`config.mk`:
```
export PLATFORM = sky130hd
export DESIGN_NAME = alu_downsample_seq_flat
export DESIGN_NICKNAME = d
export VERILOG_FILES = /design/src/rtl/alu_downsample_seq_if.sv /design/src/rtl/alu_downsample_seq.sv /design/src/flat_wrapper.sv
export SDC_FILE = /design/constraint.sdc
export NUM_CORES = 1
export LEC_CHECK = 0
export CORE_ASPECT_RATIO = 1.2
export CORE_MARGIN = 4
export CORE_UTILIZATION = 41
export CTS_CLUSTER_SIZE = 16
export DETAILED_ROUTE_END_ITERATION = 6
export GPL_ROUTABILITY_DRIVEN = 0
export GPL_TIMING_DRIVEN = 0
export PLACE_DENSITY_LB_ADDON = 0.08
export RECOVER_POWER = 50
export SLEW_MARGIN = 20
export SYNTH_ARGS = -nofsm -noshare
export SYNTH_HDL_FRONTEND = slang
export SYNTH_SLANG_ARGS = --single-unit
```
`constraint.sdc`:
```
create_clock -name clk -period 1.5 [get_ports clk]
set_input_delay 0.15 -clock clk [delete_from_list [all_inputs] [get_ports clk]]
set_output_delay 0.15 -clock clk [all_outputs]
set_load 0.05 [all_outputs]
```
`src/rtl/alu_downsample_seq_if.sv`:
```
`default_nettype none
`timescale 1ns/1ps
// +----------------------------------------------------------------------+
// | Module      : alu_downsample_seq_if                                  |
// | Description : Sample-in, result-out and ALU operand/result bundle    |
// |               shared between the downsampling sequencer and its      |
// |               environment (sample source, result sink, 20-bit ALU).  |
// | Revision    : 1.0 - initial release                                  |
// +----------------------------------------------------------------------+
interface alu_downsample_seq_if;
    logic [19:0] sample_data;
    logic        sample_valid;
    logic        sample_ready;
    logic [3:0]  alu_ctrl;
    logic [19:0] alu_ac;
    logic [19:0] alu_in;
    logic [19:0] alu_out;
    logic [19:0] result;
    logic        result_valid;
    logic        result_ready;

    // Sequencer side
    modport master (
        output sample_ready, alu_ctrl, alu_ac, alu_in, result, result_valid,
        input  sample_data, sample_valid, alu_out, result_ready
    );

    // Environment side (source, sink and ALU)
    modport slave (
        input  sample_ready, alu_ctrl, alu_ac, alu_in, result, result_valid,
        output sample_data, sample_valid, alu_out, result_ready
    );
endinterface
`default_nettype wire

```
`src/rtl/alu_downsample_seq.sv`:
```
`default_nettype none
`timescale 1ns/1ps
// +----------------------------------------------------------------------+
// | Module      : alu_downsample_seq                                     |
// | Description : Drives an external 20-bit ALU to average WINDOW        |
// |               samples per window (clear, accumulate, shift, emit)    |
// |               for NUM_WINDOWS windows per start pulse.               |
// |               Optional macro ALU_SEQ_SAT_EN: saturating accumulation |
// |               plus a sticky sat_flag output.                         |
// | Revision    : 1.0 - initial release                                  |
// +----------------------------------------------------------------------+
module alu_downsample_seq #(
    parameter int          WINDOW      = 64,
    parameter int          NUM_WINDOWS = 16,
    parameter logic [3:0]  DIV_CODE    = 4'b0100
) (
    input  logic                   clk,
    input  logic                   rst_n,
    input  logic                   start,
    input  logic                   abort,
    alu_downsample_seq_if.master   seqBus,
    output logic                   busy,
    output logic                   done
`ifdef ALU_SEQ_SAT_EN
    ,
    output logic                   sat_flag
`endif
);

    localparam int         c_CNT_W   = $clog2(WINDOW + 1);

    localparam logic [2:0] c_IDLE    = 3'd0;
    localparam logic [2:0] c_CLR     = 3'd1;
    localparam logic [2:0] c_ACC     = 3'd2;
    localparam logic [2:0] c_DIV     = 3'd3;
    localparam logic [2:0] c_OUT     = 3'd4;

    localparam logic [3:0] c_OP_PASS = 4'b0001;
    localparam logic [3:0] c_OP_ADD  = 4'b0010;
    localparam logic [3:0] c_OP_CLR  = 4'b1110;

    logic [2:0]         r_state;
    logic [2:0]         w_nextState;
    logic [19:0]        r_ac;
    logic [19:0]        r_result;
    logic [c_CNT_W-1:0] r_sampleCnt;
    logic [15:0]        r_windowCnt;
    logic               r_done;
    logic               w_accept;
    logic               w_lastSample;
    logic               w_lastWindow;
    logic               w_abortActive;
    logic [19:0]        w_accNext;

    // Samples are only taken in ACC, so the accept condition needs no ready term
    assign w_accept      = (r_state == c_ACC) && seqBus.sample_valid;
    assign w_lastSample  = (r_sampleCnt == c_CNT_W'(WINDOW - 1));
    assign w_lastWindow  = (r_windowCnt == 16'(NUM_WINDOWS - 1));
    assign w_abortActive = abort && (r_state != c_IDLE);

`ifdef ALU_SEQ_SAT_EN
    logic w_overflow;
    logic r_sat;

    // An unsigned add that wrapped produces a sum smaller than the AC operand
    assign w_overflow = w_accept && (seqBus.alu_out < r_ac);
    assign w_accNext  = w_overflow ? 20'hFFFFF : seqBus.alu_out;
    assign sat_flag   = r_sat;

    // Sticky saturation indicator, reset at the start of each window
    always_ff @(posedge clk or negedge rst_n) begin
        if (!rst_n) begin
            r_sat <= 1'b0;
        end else if (w_abortActive) begin
            r_sat <= r_sat;
        end else if (r_state == c_CLR) begin
            r_sat <= 1'b0;
        end else if (w_overflow) begin
            r_sat <= 1'b1;
        end
    end
`else
    assign w_accNext = seqBus.alu_out;
`endif

    assign seqBus.alu_ac = r_ac;
    assign seqBus.result = r_result;
    assign done          = r_done;

    // State register
    always_ff @(posedge clk or negedge rst_n) begin
        if (!rst_n) begin
            r_state <= c_IDLE;
        end else begin
            r_state <= w_nextState;
        end
    end

    // Next-state logic; abort overrides every non-idle transition
    always_comb begin
        w_nextState = r_state;
        if (w_abortActive) begin
            w_nextState = c_IDLE;
        end else begin
            case (r_state)
                c_IDLE:  if (start && !abort) w_nextState = c_CLR;
                c_CLR:   w_nextState = c_ACC;
                c_ACC:   if (w_accept && w_lastSample) w_nextState = c_DIV;
                c_DIV:   w_nextState = c_OUT;
                c_OUT:   if (seqBus.result_ready) w_nextState = w_lastWindow ? c_IDLE : c_CLR;
                default: w_nextState = c_IDLE;
            endcase
        end
    end

    // Handshake and ALU drive decoded from the current state
    always_comb begin
        seqBus.sample_ready = 1'b0;
        seqBus.result_valid = 1'b0;
        seqBus.alu_ctrl     = c_OP_PASS;
        seqBus.alu_in       = 20'd0;
        busy                = (r_state != c_IDLE);
        case (r_state)
            c_CLR: seqBus.alu_ctrl = c_OP_CLR;
            c_ACC: begin
                seqBus.sample_ready = 1'b1;
                seqBus.alu_in       = seqBus.sample_data;
                seqBus.alu_ctrl     = seqBus.sample_valid ? c_OP_ADD : c_OP_PASS;
            end
            c_DIV: seqBus.alu_ctrl = DIV_CODE;
            c_OUT: seqBus.result_valid = 1'b1;
            default: ;
        endcase
    end

    // Accumulator, counters, result register and done pulse
    always_ff @(posedge clk or negedge rst_n) begin
        if (!rst_n) begin
            r_ac        <= 20'd0;
            r_result    <= 20'd0;
            r_sampleCnt <= '0;
            r_windowCnt <= 16'd0;
            r_done      <= 1'b0;
        end else begin
            r_done <= 1'b0;
            if (w_abortActive) begin
                r_ac        <= 20'd0;
                r_sampleCnt <= '0;
                r_windowCnt <= 16'd0;
            end else begin
                case (r_state)
                    c_IDLE: if (start && !abort) r_windowCnt <= 16'd0;
                    c_CLR: begin
                        r_ac        <= seqBus.alu_out;
                        r_sampleCnt <= '0;
                    end
                    c_ACC: if (w_accept) begin
                        r_ac        <= w_accNext;
                        r_sampleCnt <= r_sampleCnt + c_CNT_W'(1);
                    end
                    c_DIV: begin
                        r_ac     <= seqBus.alu_out;
                        r_result <= seqBus.alu_out;
                    end
                    c_OUT: if (seqBus.result_ready) begin
                        if (w_lastWindow) begin
                            r_done <= 1'b1;
                        end else begin
                            r_windowCnt <= r_windowCnt + 16'd1;
                        end
                    end
                    default: ;
                endcase
            end
        end
    end

endmodule
`default_nettype wire

```
`src/flat_wrapper.sv`:
```
// flat-port wrapper written by rule: the top's interface ports become plain ports
module alu_downsample_seq_flat 
#(
    parameter int          WINDOW      = 64,
    parameter int          NUM_WINDOWS = 16,
    parameter logic [3:0]  DIV_CODE    = 4'b0100
)
  (clk, rst_n, start, abort, busy, done, seqBus_sample_ready, seqBus_alu_ctrl, seqBus_alu_ac, seqBus_alu_in, seqBus_result, seqBus_result_valid, seqBus_sample_data, seqBus_sample_valid, seqBus_alu_out, seqBus_result_ready);
  alu_downsample_seq_if seqBus_i ();
  input  logic clk;
  input  logic rst_n;
  input  logic start;
  input  logic abort;
  output logic busy;
  output logic done;
  output wire logic [$bits(seqBus_i.sample_ready)-1:0] seqBus_sample_ready;
  output wire logic [$bits(seqBus_i.alu_ctrl)-1:0] seqBus_alu_ctrl;
  output wire logic [$bits(seqBus_i.alu_ac)-1:0] seqBus_alu_ac;
  output wire logic [$bits(seqBus_i.alu_in)-1:0] seqBus_alu_in;
  output wire logic [$bits(seqBus_i.result)-1:0] seqBus_result;
  output wire logic [$bits(seqBus_i.result_valid)-1:0] seqBus_result_valid;
  input wire logic [$bits(seqBus_i.sample_data)-1:0] seqBus_sample_data;
  input wire logic [$bits(seqBus_i.sample_valid)-1:0] seqBus_sample_valid;
  input wire logic [$bits(seqBus_i.alu_out)-1:0] seqBus_alu_out;
  input wire logic [$bits(seqBus_i.result_ready)-1:0] seqBus_result_ready;
  assign seqBus_sample_ready = seqBus_i.sample_ready;
  assign seqBus_alu_ctrl = seqBus_i.alu_ctrl;
  assign seqBus_alu_ac = seqBus_i.alu_ac;
  assign seqBus_alu_in = seqBus_i.alu_in;
  assign seqBus_result = seqBus_i.result;
  assign seqBus_result_valid = seqBus_i.result_valid;
  assign seqBus_i.sample_data = seqBus_sample_data;
  assign seqBus_i.sample_valid = seqBus_sample_valid;
  assign seqBus_i.alu_out = seqBus_alu_out;
  assign seqBus_i.result_ready = seqBus_result_ready;
  alu_downsample_seq #(.WINDOW(WINDOW), .NUM_WINDOWS(NUM_WINDOWS), .DIV_CODE(DIV_CODE)) u_core (.clk(clk), .rst_n(rst_n), .start(start), .abort(abort), .seqBus(seqBus_i), .busy(busy), .done(done));
endmodule
```
Yosys cells after proc, flatten, opt, wreduce, memory -nomap -nowiden --
Index checks and enable logic that the tools add are counted.
Word-level totals: flip-flop bits (word level) 67, bits of input ports 46, output and inout port bits 68
Cells by class: $add $sub $neg 2, equality and inequality tests 11, muxes and demuxes 26, bitwise logic cells 1, reductions and logical operators 16
Operators by type and width (count):
- $mux W16 | 4
- $mux W20 | 3
- $pmux W20 S2 | 1
- $pmux W16 S2 | 1
- $add A16 B1 Y16 const B | 1
- $eq A16 B4 Y1 const B | 1
- $pmux W3 S5 | 1
- $mux W7 | 2
- $pmux W7 S2 | 1
- $mux W3 | 4
- $pmux W4 S3 | 1
- $reduce_bool A3 Y1 | 4
- $add A7 B1 Y7 const B | 1
- $eq A7 B6 Y1 const B | 1
- $mux W1 | 7
- $eq A3 B2 Y1 const B | 2
- $ne A3 B1 Y1 const B | 2
- $ne A3 B2 Y1 const B | 2
- $reduce_and A2 Y1 | 3
- $logic_and A1 B1 Y1 | 4
- $reduce_and A4 Y1 | 1
- $eq A3 B1 Y1 const B | 1
- $eq A3 B3 Y1 const B | 1
- $logic_not A3 Y1 | 1
- other kinds (6) | 6

Depth between registers and ports, before layout --
depth after elaboration 6, mapped depth 7, gate-level depth less buffers 5

Worst setup path before layout --
OpenSTA, ideal clock, no wires.
kind flip-flop to flip-flop, from reg u_core.r_state[2], to reg u_core.r_sampleCnt[3], library setup time 0.127 ns, arrival time 2.370 ns, data required time 1.373 ns, slack -0.997 ns, stages on the path, launching flop included 6, path buffers 1, clock period less this slack 2.497 ns, cell sequence dfrtp_1 buf_2 nor3b_1 a211oi_2 o21ai_1 o31ai_1
On the way: longest elaborated chain between the ends 4, elaborated cells between the ends (all ways) 10, classes of those cells 3 x eq/ne; 2 x mux; 5 x reduce/logical
RTL lines:
- start, declared | line alu_downsample_seq.sv:42 | logic [2:0] r_state;
- start signal, assigned | line alu_downsample_seq.sv:93 | r_state <= c_IDLE;
- start signal, assigned | line alu_downsample_seq.sv:95 | r_state <= w_nextState;
- $eq A3 B2 Y1 or $reduce_bool A3 Y1 (tied branches) | line alu_downsample_seq.sv:56, alu_downsample_seq.sv:151, alu_downsample_seq.sv:59
- $logic_and A1 B1 Y1, on equally long branches | line alu_downsample_seq.sv:56, alu_downsample_seq.sv:59
- $ne A3 B1 Y1 (no source line) or $reduce_bool A3 Y1 (tied branches)
- $reduce_and A2 Y1 (no source line)
- end signal, assigned | line alu_downsample_seq.sv:159 | r_sampleCnt <= r_sampleCnt + c_CNT_W'(1);
- end, declared | line alu_downsample_seq.sv:46 | logic [c_CNT_W-1:0] r_sampleCnt;
Several ways; a longest one is shown, not always the timed one. A chain may end at the register's enable or synchronous reset.

Worst setup path after layout --
from reg u_core.r_state[0], to reg u_core.r_windowCnt[9]
On the way: longest elaborated chain between the ends 4, elaborated cells between the ends (all ways) 11, classes of those cells 4 x eq/ne; 2 x mux; 5 x reduce/logical
RTL lines:
- $reduce_bool A3 Y1 | line alu_downsample_seq.sv:59 | assign w_abortActive = abort && (r_state != c_IDLE);
- $logic_and A1 B1 Y1 | line alu_downsample_seq.sv:59
- $ne A3 B3 Y1 (no source line) (tied with other cells)
- $reduce_and A4 Y1 (no source line)
- end signal, assigned | line alu_downsample_seq.sv:169 | r_windowCnt <= r_windowCnt + 16'd1;
- end, declared | line alu_downsample_seq.sv:47 | logic [15:0] r_windowCnt;
Several ways; a longest one is shown, not always the timed one.

==> flow_metrics.env <==
export IMPL_outcome="finished, violations left"
export IMPL_failed_checks="negative setup slack"
export IMPL_p_total_w=0.008186
export IMPL_layout_drive_gt1_share=0.4405
export IMPL_drt_wl_total_mm=10.65
export IMPL_clock_latency_ns=0.34
export IMPL_place_hpwl_mm=6.137
export IMPL_skew_ns=0.008555
export IMPL_synthToLayoutAreaGrowth_pct=76.93
export IMPL_cts_tree="built"
export IMPL_clock_sinks=67
export IMPL_grt_pass1_wl_mm=16.07
export IMPL_yosysUniqueCellTypes=55
export IMPL_r2r_start="u_core.r_state[0]"
export IMPL_ant_nets=0
export IMPL_period_share=1.202
export IMPL_first_iter_violations=135
export IMPL_cp_start_kind="register"
export IMPL_hold_violations=0
export IMPL_rows=35
export IMPL_syn_instance_count=298
export IMPL_irDropWorstVdd_mv=0.5882
export IMPL_min_path_type="in -> async"
export IMPL_p_per_area_mw_per_mm2=1410
export IMPL_rr_endpoint="u_core.r_windowCnt[9]"
export IMPL_synthFlopType="dfrtp_1"
export IMPL_yosys_area_share_simple=0.1846
export IMPL_die_area_sq_mm=0.009503
export IMPL_cp_end_kind="register"
export IMPL_synth_compound_area_share=0.1693
export IMPL_vias=3257
export IMPL_leakagePower_nw=2.690
export IMPL_max_freq_ghz=0.5546
export IMPL_worst_pin_slew_ns=0.6757
export IMPL_grt_pass1_vias=3233
export IMPL_synth_mux_area_frac=0.08085
export IMPL_whs_ns=0.3439
export IMPL_rsz0062_at_grt="true"
export IMPL_slew_limit_headroom=0.5495
export IMPL_io_buffers=113
export IMPL_dp_cells=504
export IMPL_async_flop_share=1.000
export IMPL_cts_buffers=9
export IMPL_fillers=556
export IMPL_synth_nets=346
export IMPL_dr_pass1_iters=4
export IMPL_grt_usage=0.2165
export IMPL_slew_violations=0
export IMPL_remaining_drc_errors=0
export IMPL_finalWorstSetupSlack_ns=-0.3032
export IMPL_synth_xor_area_frac=0.008009
export IMPL_start_util=0.4232
export IMPL_syn_avg_cell_area_sq_um=11.01
export IMPL_ys_seq_area_frac=0.5111
export IMPL_antenna_found_initial=0
export IMPL_detail_route_vias_per_cell=5.704
export IMPL_fp_dieW_um=89.66
export IMPL_r2r_cells=7
export IMPL_final_min_clock_period_ns=1.803
export IMPL_path_max_fanout=5
export IMPL_finalSetupViolCount=91
export IMPL_clkTransAtPathRegs_ns=0.08
export IMPL_synthAdderAreaFrac=0.007628
export IMPL_grt_overflow=0
export IMPL_grt_max_degree=57
export IMPL_cap_violations=0
export IMPL_antennaDiodeCount=0
export IMPL_cp_data_required_time_ns=1.75
export IMPL_synth_seq_cells=67
export IMPL_wl_per_cell_um=18.64
export IMPL_syn_area_sq_mm=0.003281
export IMPL_ios=114
export IMPL_arrival_ns=2.05
export IMPL_cts_buffer_depth=2
export IMPL_cts_max_level=3
export IMPL_reg2reg_slack_ns=-0.30
export IMPL_synth_edff_count=0
export IMPL_yosysWarnings=0
export IMPL_nNetsFinal=522
export IMPL_floorplan_core_area_sq_mm=0.007751
export IMPL_fin_util=0.7488
export IMPL_die_y_um=106.0
export IMPL_stdcell_count=571
export IMPL_crit_type="reg -> reg"
export IMPL_synth_top_family_by_area="simple AND/OR/NAND/NOR gates"
export IMPL_root_buffer="clkbuf_8"
-- worst max-delay path, stage by stage (launching register included) --
cell     delay (ns)
dfrtp_1        0.41
buf_6          0.14
or3_4          0.41
a22oi_2        0.23
buf_6          0.19
buf_6          0.11
nor2_4         0.04
a31oi_1        0.19
-- Yosys cell counts, types with 2 or more instances --
master / number / area (sq um)
a211oi_1: 2 / 15.01
a21oi_1: 3 / 15.01
a22o_1: 20 / 175.2
a31oi_1: 4 / 25.02
a41oi_1: 2 / 17.52
and2_1: 27 / 168.9
and3_1: 4 / 25.02
and4_1: 3 / 26.28
buf_2: 11 / 55.05
buf_6: 2 / 22.52
clkbuf_1: 5 / 18.77
dfrtp_1: 67 / 1677
ha_1: 2 / 25.02
inv_1: 6 / 22.52
mux2_1: 19 / 214.0
mux2i_1: 4 / 40.04
nand2_1: 14 / 52.55
nand2b_1: 2 / 12.51
nand3_1: 11 / 55.05
nand4_1: 4 / 25.02
nor2_1: 8 / 30.03
nor2b_1: 3 / 18.77
nor3_1: 4 / 20.02
nor4_1: 5 / 31.28
o211ai_1: 2 / 15.01
o21ai_0: 9 / 45.04
o21ai_1: 14 / 70.07
o21bai_1: 3 / 22.52
o31ai_1: 9 / 67.56
or4_1: 3 / 22.52
xnor2_1: 2 / 17.52
-- metrics by stage --
step / cell area, sq um / TNS, ns / worst slack (ns)
2_1_floorplan: 3403 / -11.71 / -0.2141
3_3_place_gp: 4649 / -181.46 / -2.266
3_5_place_dp: 4674 / -48.51 / -1.118
4_1_cts: 5604 / -18.83 / -0.3216
5_1_grt: 5804 / -24.28 / -0.3458
6_report: 5804 / -18.85 / -0.3032
-- state kept, by name, summed over array words and instances, names as in the netlist --
register	flops
u_core.seqBus.result	20
u_core.r_state	3
u_core.r_sampleCnt	7
u_core.done	1
u_core.seqBus.alu_ac	20
u_core.r_windowCnt	16
-- power by group --
group	switching (W)	leakage, nW	total [W]	internal, W
sequential	0.000227	0.888	0.00241	0.00218
combinational	0.00254	1.70	0.00425	0.00171
clock	0.000712	0.102	0.00152	0.000812
-- worst max path at each step --
stage                           start                 endpoint  slack, ns  cells after the start
floorplan           u_core.r_state[0]  u_core.seqBus.result[0]      -0.21                      5
global placement                rst_n        u_core.r_state[2]      -2.27                      1
detailed placement  u_core.r_state[1]         seqBus_alu_in[3]      -1.12                      5
CTS                 u_core.r_state[0]         seqBus_alu_in[6]      -0.32                      6
global route        u_core.r_state[0]    u_core.r_windowCnt[9]      -0.35                      7
finish              u_core.r_state[0]    u_core.r_windowCnt[9]      -0.30                      7
-- layer usage --
| layer | part of all wire | routed length [um] | global-route usage |
|---|---|---|---|
| met5 | 0 | 0 | 0 |
| met4 | 0.015 | 157 | 0.06915 |
| met3 | 0.078 | 833 | 0.04806 |
| met2 | 0.51 | 5429 | 0.3577 |
| met1 | 0.40 | 4224 | 0.2767 |
-- kinds of logic (layout without fill, tap and decap cells) --
logic type               Yosys count  count (layout)
XOR/XNOR                           3               3
buffers and inverters             25             206
flip-flops                        67              67
adder cells (fa/ha/maj)            2               2
AND/OR/NAND/NOR                   99              99
AO/OA/AOI/OAI                     78              78
multiplexers                      24              24
-- timing repair --
item | 4_1_cts | 5_1_grt
gates cloned | 10 | 0
hold endpoints to repair | 67 | 0
pin swaps | 45 | 28
buffers inserted | 39 | 11
hold buffers | 1 | 0
resized for setup | 319 | 77
endpoints found under the setup margin | 132 | 93
-- placed cells by master, fill, tap and decap left out, types with 3 or more instances in the layout --
cell type        instances
and3_1                   3
nand3_1                 10
o21ai_0                  5
nor3_1                   4
a31oi_1                  4
a22o_1                  20
dfrtp_2                  7
inv_1                    6
and2_1                   3
o21ai_2                  8
o21bai_1                 3
nand2_2                  4
clkbuf_8                10
or4_1                    3
o31ai_1                  6
nor2_1                   5
nand4_1                  4
nand2_1                 10
mux2_4                  20
buf_6                   33
mux2i_1                  4
dfrtp_1                 60
buf_4                   27
dlygate4sd2_1           41
clkdlybuf4s50_1         44
o21ai_1                 10
buf_8                   30
nor4_2                   4
and2_4                  24
buf_2                    4
-- area by class of cell --
type                       count  area (sq um)  area share
tap                           92         115.1     0.01983
clock buffer                  10         137.6     0.02371
multi-input combinational    206          1853      0.3193
sequential                    67          1685      0.2904
buffer                        14         152.6     0.02630
timing repair buffer         170          1773      0.3055
inverter                       6         22.52    0.003880
clock inverter                 6         65.06     0.01121
Power figures use the tool's default switching activity.
